**src/rtl/sample_packer_pkg.sv**
```systemverilog
// Shared definitions for the sample packer: width codes, word geometry,
// FSM states and the bits-per-clock legality rule.
package sample_packer_pkg;

    localparam logic [1:0] WIDTH_Q2 = 2'd0;
    localparam logic [1:0] WIDTH_4  = 2'd1;
    localparam logic [1:0] WIDTH_8  = 2'd2;

    localparam int WORD_W  = 16;
    localparam int MAX_BPC = 8;

    typedef enum logic {
        ST_IDLE,
        ST_PACK
    } state_t;

    // Bits per clock must be a non-zero power of two no larger than MAX_BPC,
    // so a sample never straddles two words and output stays <= 1 word / 2 clocks.
    function automatic logic bits_legal(input logic [7:0] bits);
        return (bits != 8'd0) && (bits <= 8'(MAX_BPC)) && ((bits & (bits - 8'd1)) == 8'd0);
    endfunction

endpackage

```
**src/rtl/sample_packer_lane.sv**
```systemverilog
// lane_extract: per-channel slicer returning the channel's I/Q bits for the
// selected resolution, right-justified, together with the field length.
module lane_extract
    import sample_packer_pkg::*;
#(
    parameter int SW = 8
) (
    input  logic [SW-1:0]     comp_i,
    input  logic [SW-1:0]     comp_q,
    input  logic [3:0]        q2,
    input  logic [1:0]        width,
    input  logic [1:0]        shift,
    output logic [WORD_W-1:0] field,
    output logic [4:0]        len
);

    logic [SW-1:0] i_sh;
    logic [SW-1:0] q_sh;

    // Select the component bits for the requested width; width 3 yields an empty field.
    always_comb begin
        i_sh  = comp_i << shift;
        q_sh  = comp_q << shift;
        field = '0;
        len   = '0;
        case (width)
            WIDTH_Q2: begin
                field = {12'd0, q2};
                len   = 5'd4;
            end
            WIDTH_4: begin
                field = {8'd0, i_sh[SW-1 -: 4], q_sh[SW-1 -: 4]};
                len   = 5'd8;
            end
            WIDTH_8: begin
                field = WORD_W'({comp_i, comp_q});
                len   = 5'(2 * SW);
            end
            default: ;
        endcase
    end

endmodule

```
**src/rtl/sample_packer.sv**
```systemverilog
// sample_packer: keeps the enabled channels at the configured resolution and
// packs their bits MSB-first into 16-bit words for packet_streamer.
module sample_packer
    import sample_packer_pkg::*;
#(
    parameter int NCH = 4,
    parameter int SW  = 8
) (
    input  logic                clk,
    input  logic                reset,
    input  logic [NCH*2*SW-1:0] samp_iq,
    input  logic [NCH*4-1:0]    samp_q2,
    input  logic                enable,
    input  logic [NCH-1:0]      chan_en,
    input  logic [1:0]          width,
    input  logic [1:0]          shift,
    output logic [WORD_W-1:0]   data,
    output logic                data_en,
    output logic                cfg_err,
    output logic [WORD_W-1:0]   word_count
);

    localparam int BW = $clog2(NCH * 2 * SW + 1);

    state_t              state_q, state_d;
    logic [4:0]          fill_q, fill_d;
    logic [WORD_W-1:0]   acc_q, acc_d;
    logic [NCH-1:0]      chan_q, chan_d;
    logic [1:0]          width_q, width_d;
    logic [1:0]          shift_q, shift_d;
    logic [WORD_W-1:0]   data_q, data_d;
    logic [WORD_W-1:0]   word_count_q, word_count_d;
    logic                data_en_q, data_en_d;
    logic                cfg_err_q, cfg_err_d;

    logic                boundary;
    logic [NCH-1:0]      chan_eff;
    logic [1:0]          width_eff;
    logic [1:0]          shift_eff;
    logic [WORD_W-1:0]   lane_field [NCH];
    logic [4:0]          lane_len   [NCH];
    logic [WORD_W-1:0]   slice;
    logic [WORD_W-1:0]   word;
    logic [BW-1:0]       bits;
    logic                legal;
    logic [4:0]          fill_sum;

    // At a word boundary the live configuration is the one being latched, so
    // the first sample of a word already uses it; mid-word the latched copy rules.
    assign boundary  = (state_q == ST_IDLE);
    assign chan_eff  = boundary ? chan_en : chan_q;
    assign width_eff = boundary ? width   : width_q;
    assign shift_eff = boundary ? shift   : shift_q;

    for (genvar k = 0; k < NCH; k++) begin : g_lane
        lane_extract #(.SW(SW)) u_lane (
            .comp_i (samp_iq[(NCH-1-k)*2*SW + SW +: SW]),
            .comp_q (samp_iq[(NCH-1-k)*2*SW +: SW]),
            .q2     (samp_q2[(NCH-1-k)*4 +: 4]),
            .width  (width_eff),
            .shift  (shift_eff),
            .field  (lane_field[k]),
            .len    (lane_len[k])
        );
    end

    // Concatenate enabled lanes (ch1 first, ending in the LSBs) and form the candidate word.
    always_comb begin
        slice = '0;
        bits  = '0;
        for (int k = 0; k < NCH; k++) begin
            if (chan_eff[k]) begin
                slice = (slice << lane_len[k]) | lane_field[k];
                bits  = bits + BW'(lane_len[k]);
            end
        end
        legal    = (width_eff inside {WIDTH_Q2, WIDTH_4, WIDTH_8}) && bits_legal(8'(bits));
        word     = ((boundary ? {WORD_W{1'b0}} : acc_q) << bits) | slice;
        fill_sum = fill_q + bits[4:0];
    end

    // Packing FSM: latch config at boundaries, accumulate, and emit full words.
    always_comb begin
        state_d      = state_q;
        fill_d       = fill_q;
        acc_d        = acc_q;
        chan_d       = chan_q;
        width_d      = width_q;
        shift_d      = shift_q;
        data_d       = data_q;
        data_en_d    = 1'b0;
        word_count_d = word_count_q;
        cfg_err_d    = cfg_err_q;

        if (boundary) begin
            chan_d    = chan_en;
            width_d   = width;
            shift_d   = shift;
            cfg_err_d = !legal;
        end

        if (enable && legal) begin
            if (fill_sum == 5'(WORD_W)) begin
                data_d       = word;
                data_en_d    = 1'b1;
                word_count_d = word_count_q + 16'd1;
                fill_d       = '0;
                state_d      = ST_IDLE;
            end else begin
                acc_d   = word;
                fill_d  = fill_sum;
                state_d = ST_PACK;
            end
        end else begin
            fill_d  = '0;
            state_d = ST_IDLE;
        end
    end

    // Control and output registers; reset discards any partial word.
    always_ff @(posedge clk or posedge reset) begin
        if (reset) begin
            state_q      <= ST_IDLE;
            fill_q       <= '0;
            chan_q       <= '0;
            width_q      <= WIDTH_Q2;
            shift_q      <= '0;
            data_q       <= '0;
            data_en_q    <= 1'b0;
            word_count_q <= '0;
            cfg_err_q    <= 1'b0;
        end else begin
            state_q      <= state_d;
            fill_q       <= fill_d;
            chan_q       <= chan_d;
            width_q      <= width_d;
            shift_q      <= shift_d;
            data_q       <= data_d;
            data_en_q    <= data_en_d;
            word_count_q <= word_count_d;
            cfg_err_q    <= cfg_err_d;
        end
    end

    // Accumulator contents are only meaningful while fill is non-zero.
    always_ff @(posedge clk) begin
        acc_q <= acc_d;
    end

    assign data       = data_q;
    assign data_en    = data_en_q;
    assign cfg_err    = cfg_err_q;
    assign word_count = word_count_q;

endmodule

```
**config.mk**
```make
export PLATFORM = sky130hd
export DESIGN_NAME = sample_packer
export DESIGN_NICKNAME = d
export VERILOG_FILES = /design/src/rtl/sample_packer_pkg.sv /design/src/rtl/sample_packer_lane.sv /design/src/rtl/sample_packer.sv
export SDC_FILE = /design/constraint.sdc
export NUM_CORES = 1
export LEC_CHECK = 0
export CAP_MARGIN = 10
export CORE_ASPECT_RATIO = 0.75
export CORE_MARGIN = 3
export CORE_UTILIZATION = 30
export CTS_CLUSTER_DIAMETER = 150
export DETAILED_ROUTE_END_ITERATION = 8
export PLACE_DENSITY = 0.53
export SYNTH_ARGS = -nofsm -noshare
export SYNTH_HDL_FRONTEND = slang
export SYNTH_SLANG_ARGS = --single-unit
```
**constraint.sdc**
```tcl
create_clock -name clk -period 6 [get_ports clk]
set_input_delay 1.2 -clock clk [delete_from_list [all_inputs] [get_ports clk]]
set_output_delay 1.2 -clock clk [all_outputs]
set_load 0.005 [all_outputs]
```
After elaboration in Yosys (flattened, before gate mapping)

Index checks and enable logic that the tools add are counted.

Logic and storage cells: 74
Output and inout bits: 34
Bits of input ports: 91
Register bits after elaboration: 64

Bitwise operators: 7
Reductions and logical operators: 11
Add/sub/neg operators: 6
Muxes and demuxes: 23
$lt $le $gt $ge: 1
Shift-type cells: 13
Eq/ne operators: 3

Operators with widths:

| operator                | number |
|---|---|
| $pmux W16 S3            | 4 |
| $mux W16                | 5 |
| $or A16 B16 Y16         | 5 |
| $shl A8 B2 Y8           | 8 |
| $shl A16 B5 Y16         | 3 |
| $add A7 B5 Y7           | 3 |
| $mux W7                 | 3 |
| $add A16 B1 Y16 const B | 1 |
| $shl A1 B5 Y16 const A  | 1 |
| $shl A16 B7 Y16         | 1 |
| $mux W5                 | 3 |
| $pmux W5 S3             | 1 |
| $and A7 B8 Y8           | 1 |
| $logic_not A8 Y1        | 1 |
| $sub A7 B1 Y8 const B   | 1 |
| $le A7 B4 Y1 const B    | 1 |
| $reduce_bool A7 Y1      | 1 |
| $add A5 B5 Y5           | 1 |
| $eq A5 B5 Y1 const B    | 1 |
| $logic_and A1 B1 Y1     | 4 |
| $mux W1                 | 4 |
| $mux W2                 | 2 |
| $mux W4                 | 1 |
| $reduce_and A2 Y1       | 2 |
| other kinds (6)         | 6 |

Depth between registers and ports, before layout

Gate-level depths: netlist (run 1).

Depth after elaboration: 17
Depth in mapped cells: 24
Gate-level depth less buffers: 20

Modules after synthesis

A second synthesis (run 1) with hierarchy kept.

Cell total of the unflattened synthesis: 1182
Area total of the unflattened synthesis: 9557.9 um^2

By module, submodules not included:

| module        | area an instance (um^2) | seq. area each (um^2) | times used | cells an instance |
|---|---|---|---|---|
| sample_packer | 7756.2                  | 1681.6                | 1          | 1010 |
| lane_extract  | 450.4                   | 0.0                   | 4          | 43 |

Worst setup path before layout (run 1)

OpenSTA, ideal clock, no wires.

Path kind: input port to flip-flop
From: input port width[0]
To: register acc_q[0], enable pin
Data arrival time: 5.652 ns
Path slack: -0.047 ns
Stages: 21
Path buffers: 2
Setup time: 0.396 ns
Cells stage by stage: clkbuf_1 mux2i_4 nand2_1 inv_1 buf_2 ha_1 inv_1 fa_1 nor2_1 inv_1 nand2_1 inv_1 fa_1 inv_1 a21oi_1 or4_1 a211oi_1 o21ai_1 nor3_1 nand2_1 a21oi_1

Word-level cells in the longest chain between the ends: 17
Elaborated cells on any way between the ends: 26
Classes of those cells: 5 x add/sub; 1 x order compare; 3 x eq/ne; 6 x mux; 2 x bitwise; 9 x reduce/logical

RTL lines:

| element                              | line                                          | RTL |
|---|---|---|
| start, declared                      | sample_packer.sv:15                           | `input logic [1:0] width,` |
| $mux W2 (*)                          | --                                            |  |
| $eq A2 B2 Y1 (tied with other cells) | sample_packer_lane.sv:26, sample_packer.sv:77 |  |
| $pmux W5 S3                          | sample_packer_lane.sv:26                      | `case (width)` |
| $mux W5                              | sample_packer.sv:72                           | `if (chan_eff[k]) begin` |
| $add A7 B5 Y7                        | sample_packer.sv:74                           | `bits = bits + BW'(lane_len[k]);` |
| $mux W7                              | sample_packer.sv:72                           |  |
| $add A7 B5 Y7                        | sample_packer.sv:74                           |  |
| $mux W7                              | sample_packer.sv:72                           |  |
| $add A7 B5 Y7                        | sample_packer.sv:74                           |  |
| $mux W7                              | sample_packer.sv:72                           |  |
| $sub A7 B1 Y8                        | sample_packer_pkg.sv:20                       | `return (bits != 8'd0) && (bits <= 8'(MAX_BPC)) && ((bits & (bits - 8'd1)) == 8'd0);` |
| $and A7 B8 Y8                        | sample_packer_pkg.sv:20                       |  |
| $logic_not A8 Y1                     | sample_packer_pkg.sv:20                       |  |
| $logic_and A1 B1 Y1                  | sample_packer_pkg.sv:20                       |  |
| $logic_and A1 B1 Y1                  | sample_packer.sv:77                           | `legal = (width_eff inside {WIDTH_Q2, WIDTH_4, WIDTH_8}) && bits_legal(8'(bits));` |
| $logic_and A1 B1 Y1                  | sample_packer.sv:102                          | `if (enable && legal) begin` |
| $reduce_and A2 Y1 (no line) (*)      | --                                            |  |
| end signal, assigned                 | sample_packer.sv:147                          | `acc_q <= acc_d;` |
| end, declared                        | sample_packer.sv:27                           | `logic [WORD_W-1:0] acc_q, acc_d;` |

Mark *: on every way between the ends. The rest lies on a longest branch, timed or not.
A chain may end at the register's enable or synchronous reset.

Worst setup path in the final report (run 1)

From: input port width[0]
To: register data_q[7], in the netlist data[7]

Word-level cells in the longest chain between the ends: 17
Elaborated cells on any way between the ends: 43
Classes of those cells: 5 x add/sub; 1 x order compare; 3 x eq/ne; 5 x shift; 14 x mux; 6 x bitwise; 9 x reduce/logical

RTL lines:

| element                              | line                                          | RTL |
|---|---|---|
| $mux W2 (*)                          | --                                            |  |
| $eq A2 B2 Y1 (tied with other cells) | sample_packer_lane.sv:26, sample_packer.sv:77 |  |
| $pmux W5 S3                          | sample_packer_lane.sv:26                      |  |
| $mux W5                              | sample_packer.sv:72                           |  |
| $add A7 B5 Y7                        | sample_packer.sv:74                           |  |
| $mux W7                              | sample_packer.sv:72                           |  |
| $add A7 B5 Y7                        | sample_packer.sv:74                           |  |
| $mux W7                              | sample_packer.sv:72                           |  |
| $add A7 B5 Y7                        | sample_packer.sv:74                           |  |
| $mux W7                              | sample_packer.sv:72                           |  |
| $sub A7 B1 Y8                        | sample_packer_pkg.sv:20                       |  |
| $and A7 B8 Y8                        | sample_packer_pkg.sv:20                       |  |
| $logic_not A8 Y1                     | sample_packer_pkg.sv:20                       |  |
| $logic_and A1 B1 Y1                  | sample_packer_pkg.sv:20                       |  |
| $logic_and A1 B1 Y1                  | sample_packer.sv:77                           |  |
| $logic_and A1 B1 Y1                  | sample_packer.sv:102                          |  |
| $reduce_and A2 Y1 (no line)          | --                                            |  |
| end signal, assigned                 | sample_packer.sv:138                          | `data_q <= data_d;` |
| end, declared                        | sample_packer.sv:31                           | `logic [WORD_W-1:0] data_q, data_d;` |

Marks and branches as above.

==> results of run 1 <==
==> stage by stage <==
step	power, mW	setup slack (ns)	hold slack (ns)	area (sq um)
after floorplan	1.65	0.309	0.468	5960
after global placement	2.29	0.288	0.463	7620
after detailed placement	2.29	0.159	0.468	7620
after CTS	2.82	0.471	0.478	7920
after global routing	3.03	0.148	0.507	7920
final	2.83	0.403	0.469	7920
==> final cells by class <==
type	count	area share, %
timing repair buffer	163	19.7
clock inverter	4	0.585
tap	247	3.90
inverter	32	1.55
clock buffer	12	3.11
multi-input combinational	542	50.5
sequential	62	20.6
==> state kept, by name, indices dropped and copies added (netlist names) <==
register / count
acc_q: 16
cfg_err: 1
chan_q: 4
data: 16
data_en: 1
fill_q: 3
shift_q: 2
state_q: 1
width_q: 2
word_count: 16
==> critical path: cells and delay by family <==
family	cells	cell delay, ns
and+or+nand+nor	5	1.32
buffers and inverters	4	1.17
AOI/OAI and AO/OA	6	1.16
adders and majority gates	2	0.60
muxes	1	0.36
==> cell usage after synthesis (4+ instances only) <==
library cell	number
ha_1	8
mux2_2	21
a22oi_1	15
nor2b_1	15
and3_1	12
a211oi_1	6
mux2i_1	23
inv_1	24
nand3_1	31
o221ai_1	6
a32oi_1	10
xnor2_1	17
a32o_1	4
a31o_2	4
o2111ai_1	4
edfxtp_1	16
a221o_1	6
o22ai_1	4
nand2b_1	6
and2_1	9
o21ai_0	34
dfrtp_1	46
mux4_1	4
a31oi_1	8
clkbuf_1	22
o31ai_1	5
buf_2	16
nor2_1	30
inv_2	4
mux4_2	14
nand4_1	10
a21oi_1	37
o21ai_1	4
nor3_1	10
o211ai_1	14
a22o_1	4
a221oi_1	11
nand2_1	91
xor2_1	5
==> cell families after synthesis <==
kind of cell,Yosys count,synth area share [%]
and+or+nand+nor,234,19.2
AOI/OAI and AO/OA,209,25.5
buffers and inverters,77,5.68
muxes,66,16.3
DFF,62,27.4
xor gates and xnor gates,22,3.24
adders and majority gates,11,2.69
==> worst max path at each step <==
stage / start / end / depth (start not counted)
finish: width[0] / data[7] / 18
global route: width[0] / data[6] / 18
CTS: width[0] / data[7] / 18
detailed placement: width[0] / data[7] / 18
global placement: chan_en[1] / data[10] / 17
floorplan: width[0] / acc_q[0] / 21
==> per-layer routing <==
layer	vias up	wire length (microns)	global-route usage, %
met5	-	0	0
met4	0	401	5.48
met3	44	2710	7.55
met2	355	9580	30.8
met1	3037	11500	33.1
li1	2867	-	-
==> power by group <==
part           switching, mW  internal (mW)
combinational          0.979          0.709
clock                  0.189          0.332
sequential            0.0776          0.547
total                   1.24           1.59
==> flow_metrics.py, run 1 <==
metrics = {
    "cts": {
        "cts_root_buffer": "clkbuf_16",
        "clkTransAtPathRegs_ns": 0.05,
        "cts_setup_buffers": 0,
        "cts_tree": "done",
        "clock_latency_ns": 0.33,
        "clock_sinks": 62,
        "clockBufferDepth": 2,
        "h-tree-depth": 3,
        "post_cts_resized": 0,
        "hold_buffers": 0,
        "cts_made_buffers": 9,
    },
    "pwr": {
        "ir_worst_vdd_uv": 143,
        "leakagePower_nw": 3.11,
        "cellPowerDensity_mw_per_mm2": 358,
    },
    "synth": {
        "seq_area_frac_synth_pct": 27.4,
        "yosys.area.top_type": "dfrtp_1",
        "ys.warnings.count": 0,
        "async_reset_ff_share_pct": 74.2,
        "synth_edf_count": 16,
        "ys_types": 80,
        "synth_top_area_share_pct": 19.3,
        "synth.top_cells.by_area": "dfrtp_1 (19%), edfxtp_1 (8.1%), nand2_1 (5.7%)",
        "syn-instance-count": 681,
        "syn_area_sq_mm": 0.00595,
        "syn_area_per_cell_sq_um": 8.74,
        "ys_seq_elements": 62,
        "ys.flop_type": "dfrtp_1",
        "synth_fp_nets": 783,
    },
    "finish": {
        "mostFrequentLayoutCell": "clkdlybuf4s50_1",
        "fill_cells": 1873,
        "final_nets": 912,
        "area_growth_pct": 33.0,
        "final_cell_mix": "clkdlybuf4s50_1 (124), nand2_1 (91), dfrtp_1 (46), buf_4 (37), a21oi_1 (36)",
        "final_cells": 1062,
        "fin_util_pct": 41.7,
        "drive_gt1_share_pct": 13.9,
        "antenna_cells": 0,
        "multi_input_area_sq_mm": 0.00400,
        "regArea_sq_mm": 0.00163,
    },
    "timing": {
        "finalCritPeriodShare_pct": 93.3,
        "worst_slew_pin_slew_ns": 1.19,
        "relSlewSlack_pct": 20.6,
        "hold_violations": 0,
        "min_period_ns": 5.60,
        "setup_tns_ns": 0,
        "skew_ns": 0.0106,
        "rsz0062_at_grt": "no",
        "finalSetupViolCount": 0,
        "max_freq_mhz": 179,
        "final-max-slew-violation-count": 0,
    },
    "critical_path": {
        "r2r_cells": 16,
        "r2r_setup_slack_ns": 0.89,
        "slowest_stage": "clkdlybuf4s50_1",
        "critPathCaptureType": "register",
        "worstPathArrival_ns": 5.81,
        "slowest_delay_ns": 0.54,
        "worstPathCellList": "clkdlybuf4s50_1, buf_4, or3b_1, a211oi_1, or3_1, ha_1, nor2b_1, o21ai_0, o41a_1, ha_1, a21oi_1, or4_1, a211oi_1, o21ai_1, buf_4, nor3_4, buf_12, mux2_2",
        "worst-setup-path-type": "in2reg",
        "critPathRequiredTime_ns": 6.21,
        "worstReg2RegStart": "state_q",
        "cp_max_fo": 39,
        "reg2reg_to": "data[7]",
        "start_kind": "input port",
    },
    "global_routing": {
        "grt.overflow.total": 0,
        "grt_usage_pct": 22.3,
        "grt_pass1_vias": 6345,
        "antenna_found_initial": 0,
        "grt_max_degree": 47,
        "grt_pass1_wl_mm": 37.5,
    },
    "place": {
        "portBuffers": 124,
        "place.gp.congestion": 0.969,
        "dp_cells": 1046,
        "dp_hpwl_mm": 19.0,
    },
    "floorplanning": {
        "ioPinCount": 125,
        "initial_core_util_pct": 31.3,
        "dieWidth_microns": 169,
        "die_h_microns": 128,
        "num_rows": 43,
        "dieArea_sq_mm": 0.0216,
        "core_area_sq_mm": 0.0190,
    },
    "min_path": {
        "holdCritStartpoint": "word_count[15]",
        "min_to": "word_count[15]",
        "hold_depth": 1,
        "worstHoldPathType": "reg2reg",
    },
    "flow_run": {
        "drv_cap": 0,
    },
    "route": {
        "routed-via-count": 6303,
        "drt_iter0_markers": 688,
        "wl_mm": 24.2,
        "routed_via_density": 5.94,
        "drc": 0,
        "ant_nets": 0,
        "drt-pass1-iter-count": 5,
        "wl_per_cell_microns": 22.8,
    },
    "run_status": {
        "status": "finished clean",
    },
}
(Power assumes the default switching activity.)
==> run 2, diff against run 1 <==
--- a/config.mk
+++ b/config.mk
@@ -6,12 +6,14 @@
 export NUM_CORES = 1
 export LEC_CHECK = 0
 export CAP_MARGIN = 10
+export CELL_PAD_IN_SITES_DETAIL_PLACEMENT = 1
+export CELL_PAD_IN_SITES_GLOBAL_PLACEMENT = 2
 export CORE_ASPECT_RATIO = 0.75
 export CORE_MARGIN = 3
 export CORE_UTILIZATION = 30
 export CTS_CLUSTER_DIAMETER = 150
 export DETAILED_ROUTE_END_ITERATION = 8
-export PLACE_DENSITY = 0.53
+export PLACE_DENSITY = 0.8
 export SYNTH_ARGS = -nofsm -noshare
 export SYNTH_HDL_FRONTEND = slang
 export SYNTH_SLANG_ARGS = --single-unit
==> run 2 against run 1 <==
Worst setup slack worse by 0.093 ns. Via count is 1.7% higher. Routed wire length is 9.3% higher. Register-to-register slack worse by 0.10 ns. Cell count is 0.47% lower. Clock power is 11% higher. Die area stayed put. Critical endpoint is now acc_q[0].
==> flow_metrics.py, run 2 (same netlist as run 1, synthesis figures left out) <==
metrics = {
    "cts": {
        "cts_root_buffer": "clkbuf_16",
        "clkTransAtPathRegs_ns": 0.05,
        "clockBufferDepth": 2,
        "cts_tree": "done",
        "clock_latency_ns": 0.34,
        "cts_setup_buffers": 0,
        "h-tree-depth": 3,
        "hold_buffers": 0,
        "post_cts_resized": 0,
        "clock_sinks": 62,
        "cts_made_buffers": 9,
    },
    "global_routing": {
        "grt.busiest_layer": "met2",
        "grt_util_met1_pct": 34.9,
        "gr-usage-met3_pct": 7.40,
        "grt_use_met2_pct": 37.0,
        "antenna_found_initial": 0,
        "grt_usage_pct": 24.3,
        "grt_max_degree": 47,
        "grt_pass1_vias": 6743,
        "grt_pass1_wl_mm": 40.5,
        "grt.overflow.total": 0,
    },
    "pwr": {
        "cellPowerDensity_mw_per_mm2": 367,
        "leakagePower_nw": 3.11,
        "ir_worst_vdd_uv": 157,
    },
    "place": {
        "portBuffers": 124,
        "dp_hpwl_mm": 20.6,
        "place.gp.congestion": 0.941,
    },
    "route": {
        "routed-via-count": 6412,
        "drt-pass1-iter-count": 5,
        "drc": 0,
        "wl_per_cell_microns": 25.0,
        "wl_mm": 26.4,
        "routed_via_density": 6.07,
        "ant_nets": 0,
        "drt_iter0_markers": 671,
    },
    "critical_path": {
        "critPathCaptureType": "register",
        "cp_max_fo": 16,
        "worst-setup-path-type": "in2reg",
        "r2r_setup_slack_ns": 0.79,
        "cp_num_buf_inv": 2,
        "crit_family": "simple AND/OR/NAND/NOR gates",
        "critPathRequiredTime_ns": 6.04,
        "slowest_delay_ns": 0.48,
        "start_kind": "input port",
        "worstPathCellList": "clkdlybuf4s50_1, mux2i_1, nor4_1, or3_1, ha_1, nor2b_1, o21ai_0, o41a_1, ha_1, a21oi_1, or4_1, a211oi_2, o21ai_1, nor3_1, nand2_1, a21oi_2, buf_12",
        "slowest_stage": "clkdlybuf4s50_1",
        "worstPathArrival_ns": 5.73,
        "cp_common_cell": "ha_1",
    },
    "floorplanning": {
        "num_rows": 43,
        "dieWidth_microns": 169,
        "initial_core_util_pct": 31.3,
        "core_area_sq_mm": 0.0190,
        "ioPinCount": 125,
        "die_h_microns": 128,
        "dieArea_sq_mm": 0.0216,
    },
    "finish": {
        "regArea_sq_mm": 0.00163,
        "final_nets": 907,
        "fill_cells": 2211,
        "final_cell_mix": "clkdlybuf4s50_1 (122), nand2_1 (91), dfrtp_1 (46), a21oi_1 (35), o21ai_0 (34)",
        "drive_gt1_share_pct": 14.1,
        "area_growth_pct": 33.4,
        "multi_input_area_sq_mm": 0.00403,
        "antenna_cells": 0,
        "mostFrequentLayoutCell": "clkdlybuf4s50_1",
        "fin_util_pct": 41.8,
    },
    "timing": {
        "worst_slew_pin_slew_ns": 1.06,
        "min_period_ns": 5.69,
        "relSlewSlack_pct": 29.0,
        "finalCritPeriodShare_pct": 94.8,
        "rsz0062_at_grt": "no",
        "max_freq_mhz": 176,
        "skew_ns": 0.0107,
        "finalSetupViolCount": 0,
        "hold_violations": 0,
        "setup_tns_ns": 0,
        "final-max-slew-violation-count": 0,
    },
    "flow_run": {
        "drv_cap": 0,
    },
    "run_status": {
        "status": "finished clean",
    },
    "min_path": {
        "worstHoldPathType": "reg2reg",
    },
}
-- run 2: changes by cell type in the layout (fill, tap and decap cells not counted), moves of 2 or more --
cell	previous run	this run
clkbuf_1	2	0
a211oi_2	0	2
clkinvlp_4	0	2
dlymetal6s2s_1	0	2
a211oi_1	6	4
buf_4	37	32
clkdlybuf4s50_1	124	122
-- run 2: layer usage --
layer	share of wire, %	up-vias	wire length (microns)
met5	0	-	0
met4	0.75	0	198
met3	9.6	21	2530
met2	44	295	11500
met1	46	3227	12200
li1	-	2869	-
-- run 2: power by group --
group	leakage (nW)	switching [mW]	internal (mW)	total, mW
Clock	0.152	0.215	0.365	0.580
Combinational	2.20	1.02	0.694	1.71
Sequential	0.764	0.0796	0.547	0.627
Total	3.11	1.31	1.61	2.92
-- run 2: path summary, 6_finish.rpt --
check,from,to,cells after the start
setup / recovery,chan_en[1],acc_q[0],17
hold / removal,word_count[11],word_count[11],1
setup reg to reg,state_q,acc_q[0],16
hold reg to reg,word_count[11],word_count[11],1
max in group asynchronous,reset,data[10],2
min in group asynchronous,reset,word_count[4],2
-- run 2: area by class of cell --
cell class              instances  share of cell area (%)
clock buffers                   9                    2.84
well taps                     247                    3.89
multi-input cells             542                    50.7
repair buffers                158                    19.2
inverters                      32                    1.54
clock inverters                 7                    1.23
flip-flops and latches         62                    20.5
-- run 2: metrics by stage --
step	instance area (sq um)	hold slack, ns	worst slack, ns	power, mW	std cells
after floorplan	5960	0.468	0.309	1.65	681
after global placement	7580	0.466	0.188	2.26	1041
after detailed placement	7580	0.486	-0.0218	2.30	1041
after CTS	7910	0.495	0.279	2.90	1057
after global routing	7940	0.507	0.0472	3.10	1057
final	7940	0.491	0.310	2.92	1057
==> run 3, diff against run 2 <==
--- a/config.mk
+++ b/config.mk
@@ -13,7 +13,7 @@
 export CORE_UTILIZATION = 30
 export CTS_CLUSTER_DIAMETER = 150
 export DETAILED_ROUTE_END_ITERATION = 8
-export PLACE_DENSITY = 0.8
+export PLACE_DENSITY_LB_ADDON = 0.1
 export SYNTH_ARGS = -nofsm -noshare
 export SYNTH_HDL_FRONTEND = slang
 export SYNTH_SLANG_ARGS = --single-unit
==> constraint.sdc (replaced) <==
create_clock -name clk -period 5.85 [get_ports clk]
set_input_delay 1.17 -clock clk [delete_from_list [all_inputs] [get_ports clk]]
set_output_delay 1.17 -clock clk [all_outputs]
set_load 0.005 [all_outputs]
==> run 3 against run 2 <==
First-iteration DRC count fell by 10%. Critical path depth grew 4. Total power up 1.6%. Clock power down 5.2%. Die area stayed put. Clock skew up 0.0051 ns. Combinational power rose by 4%. Final area is 0.57% higher. Critical endpoint is now word_count[1]. Flip-flop and latch count unchanged. Worst setup slack worse by 0.016 ns.
==> flow_metrics.py, run 3 (same netlist as run 1, synthesis figures left out) <==
metrics = {
    "cts": {
        "cts_made_buffers": 9,
        "cts_tree": "done",
        "clkTransAtPathRegs_ns": 0.06,
        "cts_root_buffer": "clkbuf_16",
        "clockBufferDepth": 2,
        "clock_sinks": 62,
        "h-tree-depth": 3,
        "clock_latency_ns": 0.34,
    },
    "pwr": {
        "p_int_mw": 1.61,
        "leakagePower_nw": 3.14,
        "power_switching_mw": 1.35,
        "power_frac_clock_pct": 18.5,
        "power.total_mw": 2.96,
        "sequentialPowerShare_pct": 21.7,
        "ir_worst_vdd_uv": 160,
        "cellPowerDensity_mw_per_mm2": 371,
        "p_comb_share_pct": 59.7,
        "swShare_pct": 45.7,
    },
    "place": {
        "post_dp_cell_area_sq_mm": 0.00760,
        "place.gp.congestion": 0.908,
        "dp_hpwl_mm": 20.5,
        "portBuffers": 124,
    },
    "critical_path": {
        "worstPathArrival_ns": 5.77,
        "slowest_stage": "clkdlybuf4s50_1",
        "start_kind": "input port",
        "crit_family": "adder cells",
        "worstPathCellList": "clkdlybuf4s50_1, nand2_1, o32a_1, a21oi_2, inv_1, fa_1, nor2_1, inv_1, nand2_1, inv_1, fa_1, and2_1, a31o_2, clkinv_1, fa_1, xor2_2, nand4_1, nor3_4, buf_12, buf_12, mux2_2",
        "slowest_delay_ns": 0.56,
        "worst-setup-path-type": "in2reg",
        "cp_max_fo": 10,
        "cp_num_buf_inv": 7,
        "critPathRequiredTime_ns": 6.07,
        "critPathCaptureType": "register",
    },
    "floorplanning": {
        "num_rows": 43,
        "dieArea_sq_mm": 0.0216,
        "core_area_sq_mm": 0.0190,
        "dieWidth_microns": 169,
        "ioPinCount": 125,
        "initial_core_util_pct": 31.3,
        "die_h_microns": 128,
    },
    "timing": {
        "setup_tns_ns": 0,
        "hold-worst-slack_ns": 0.472,
        "max_freq_mhz": 180,
        "min_period_ns": 5.56,
        "finalCritPeriodShare_pct": 95.0,
        "worst_slew_pin_slew_ns": 1.08,
        "relSlewSlack_pct": 28.0,
        "final-max-slew-violation-count": 0,
        "finalSetupViolCount": 0,
        "skew_ns": 0.0159,
        "hold_violations": 0,
    },
    "route": {
        "drt_iter0_markers": 602,
        "drt-pass1-iter-count": 5,
        "routed-via-count": 6461,
        "wl_mm": 26.8,
        "routed_via_density": 6.08,
        "wl_per_cell_microns": 25.3,
        "drc": 0,
        "ant_nets": 0,
    },
    "flow_run": {
        "drv_cap": 0,
    },
    "finish": {
        "fill_cells": 2219,
        "mostFrequentLayoutCell": "clkdlybuf4s50_1",
        "area_growth_pct": 34.2,
        "design_area_sq_mm": 0.00799,
        "fin_util_pct": 42.1,
        "final_nets": 912,
        "final_cell_mix": "clkdlybuf4s50_1 (122), nand2_1 (91), dfrtp_1 (46), a21oi_1 (35)",
        "antenna_cells": 0,
        "drive_gt1_share_pct": 14.5,
    },
    "global_routing": {
        "grt.overflow.total": 0,
        "grt_max_degree": 47,
        "grt_usage_pct": 24.5,
        "grt_pass1_vias": 6746,
        "grt_pass1_wl_mm": 40.9,
        "antenna_found_initial": 0,
    },
    "min_path": {
        "worstHoldPathType": "reg2reg",
    },
    "run_status": {
        "status": "finished clean",
    },
}
[run 3: cell types whose count changed in the layout (fill, tap and decap cells not counted), sizes merged]
cell and change:
buf +3, bufinv -1, clkbuf +3, clkinv +3, clkinvlp -2, inv -1
[run 3: repair_timing]
action / CTS / global route
endpoints found under the setup margin: 0 / 45
hold buffers: 0 / 0
resized for setup: 0 / 6
buffers inserted: 0 / 1
[run 3: final timing paths]
| check | from | endpoint | slack (ns) | cells after the start |
|---|---|---|---|---|
| worst max-delay path | chan_en[1] | word_count[1] | 0.29 | 21 |
| worst min-delay path | word_count[15] | word_count[15] | 0.47 | 1 |
| worst max register to register | state_q | acc_q[15] | 0.63 | 17 |
| worst min register to register | word_count[15] | word_count[15] | 0.47 | 1 |
| max in group asynchronous | reset | data[6] | 3.75 | 2 |
| min in group asynchronous | reset | shift_q[1] | 1.43 | 2 |
[run 3: per-layer routing]
layer / wire [microns] / up-vias / track usage (%)
met5: 0 / - / 0
met1: 12600 / 3252 / 36.4
met2: 11500 / 309 / 36.8
met3: 2390 / 27 / 5.52
li1: - / 2873 / -
met4: 264 / 0 / 4.71
[run 3: power groups by stage]
| stage | sequential [mW] | combinational (mW) | clock, mW |
|---|---|---|---|
| 4_1_cts | 0.645 | 1.74 | 0.560 |
| 3_5_place_dp | 0.651 | 1.73 | 0 |
| 3_3_place_gp | 0.647 | 1.70 | 0 |
| 6_report | 0.644 | 1.77 | 0.550 |
| 2_1_floorplan | 0.618 | 1.08 | 0 |
| 5_1_grt | 0.658 | 1.92 | 0.577 |
[run 3: worst reg2reg max path, delay by kind of cell, from the launching register on]
kind,cells,cell delay [ns]
simple gates,6,1.65
fa+ha+maj,2,0.69
compound gates,7,1.10
buf+inv,2,0.62
flops,1,0.84
[run 3: area by class of cell]
cell class,instances,area [sq um],share of cell area [%]
clock buffer,10,229,2.87
inverter,32,123,1.54
sequential,62,1630,20.4
multi-input combinational,542,4020,50.3
timing repair buffer,163,1610,20.2
clock inverter,6,62.6,0.783
tap,247,309,3.87
[run 3: stage by stage]
stage | cells | worst slack, ns
after floorplan | 681 | 0.189
after global placement | 1043 | 0.111
after detailed placement | 1043 | -0.0510
after CTS | 1059 | 0.233
after global routing | 1062 | -0.0372
final | 1062 | 0.294
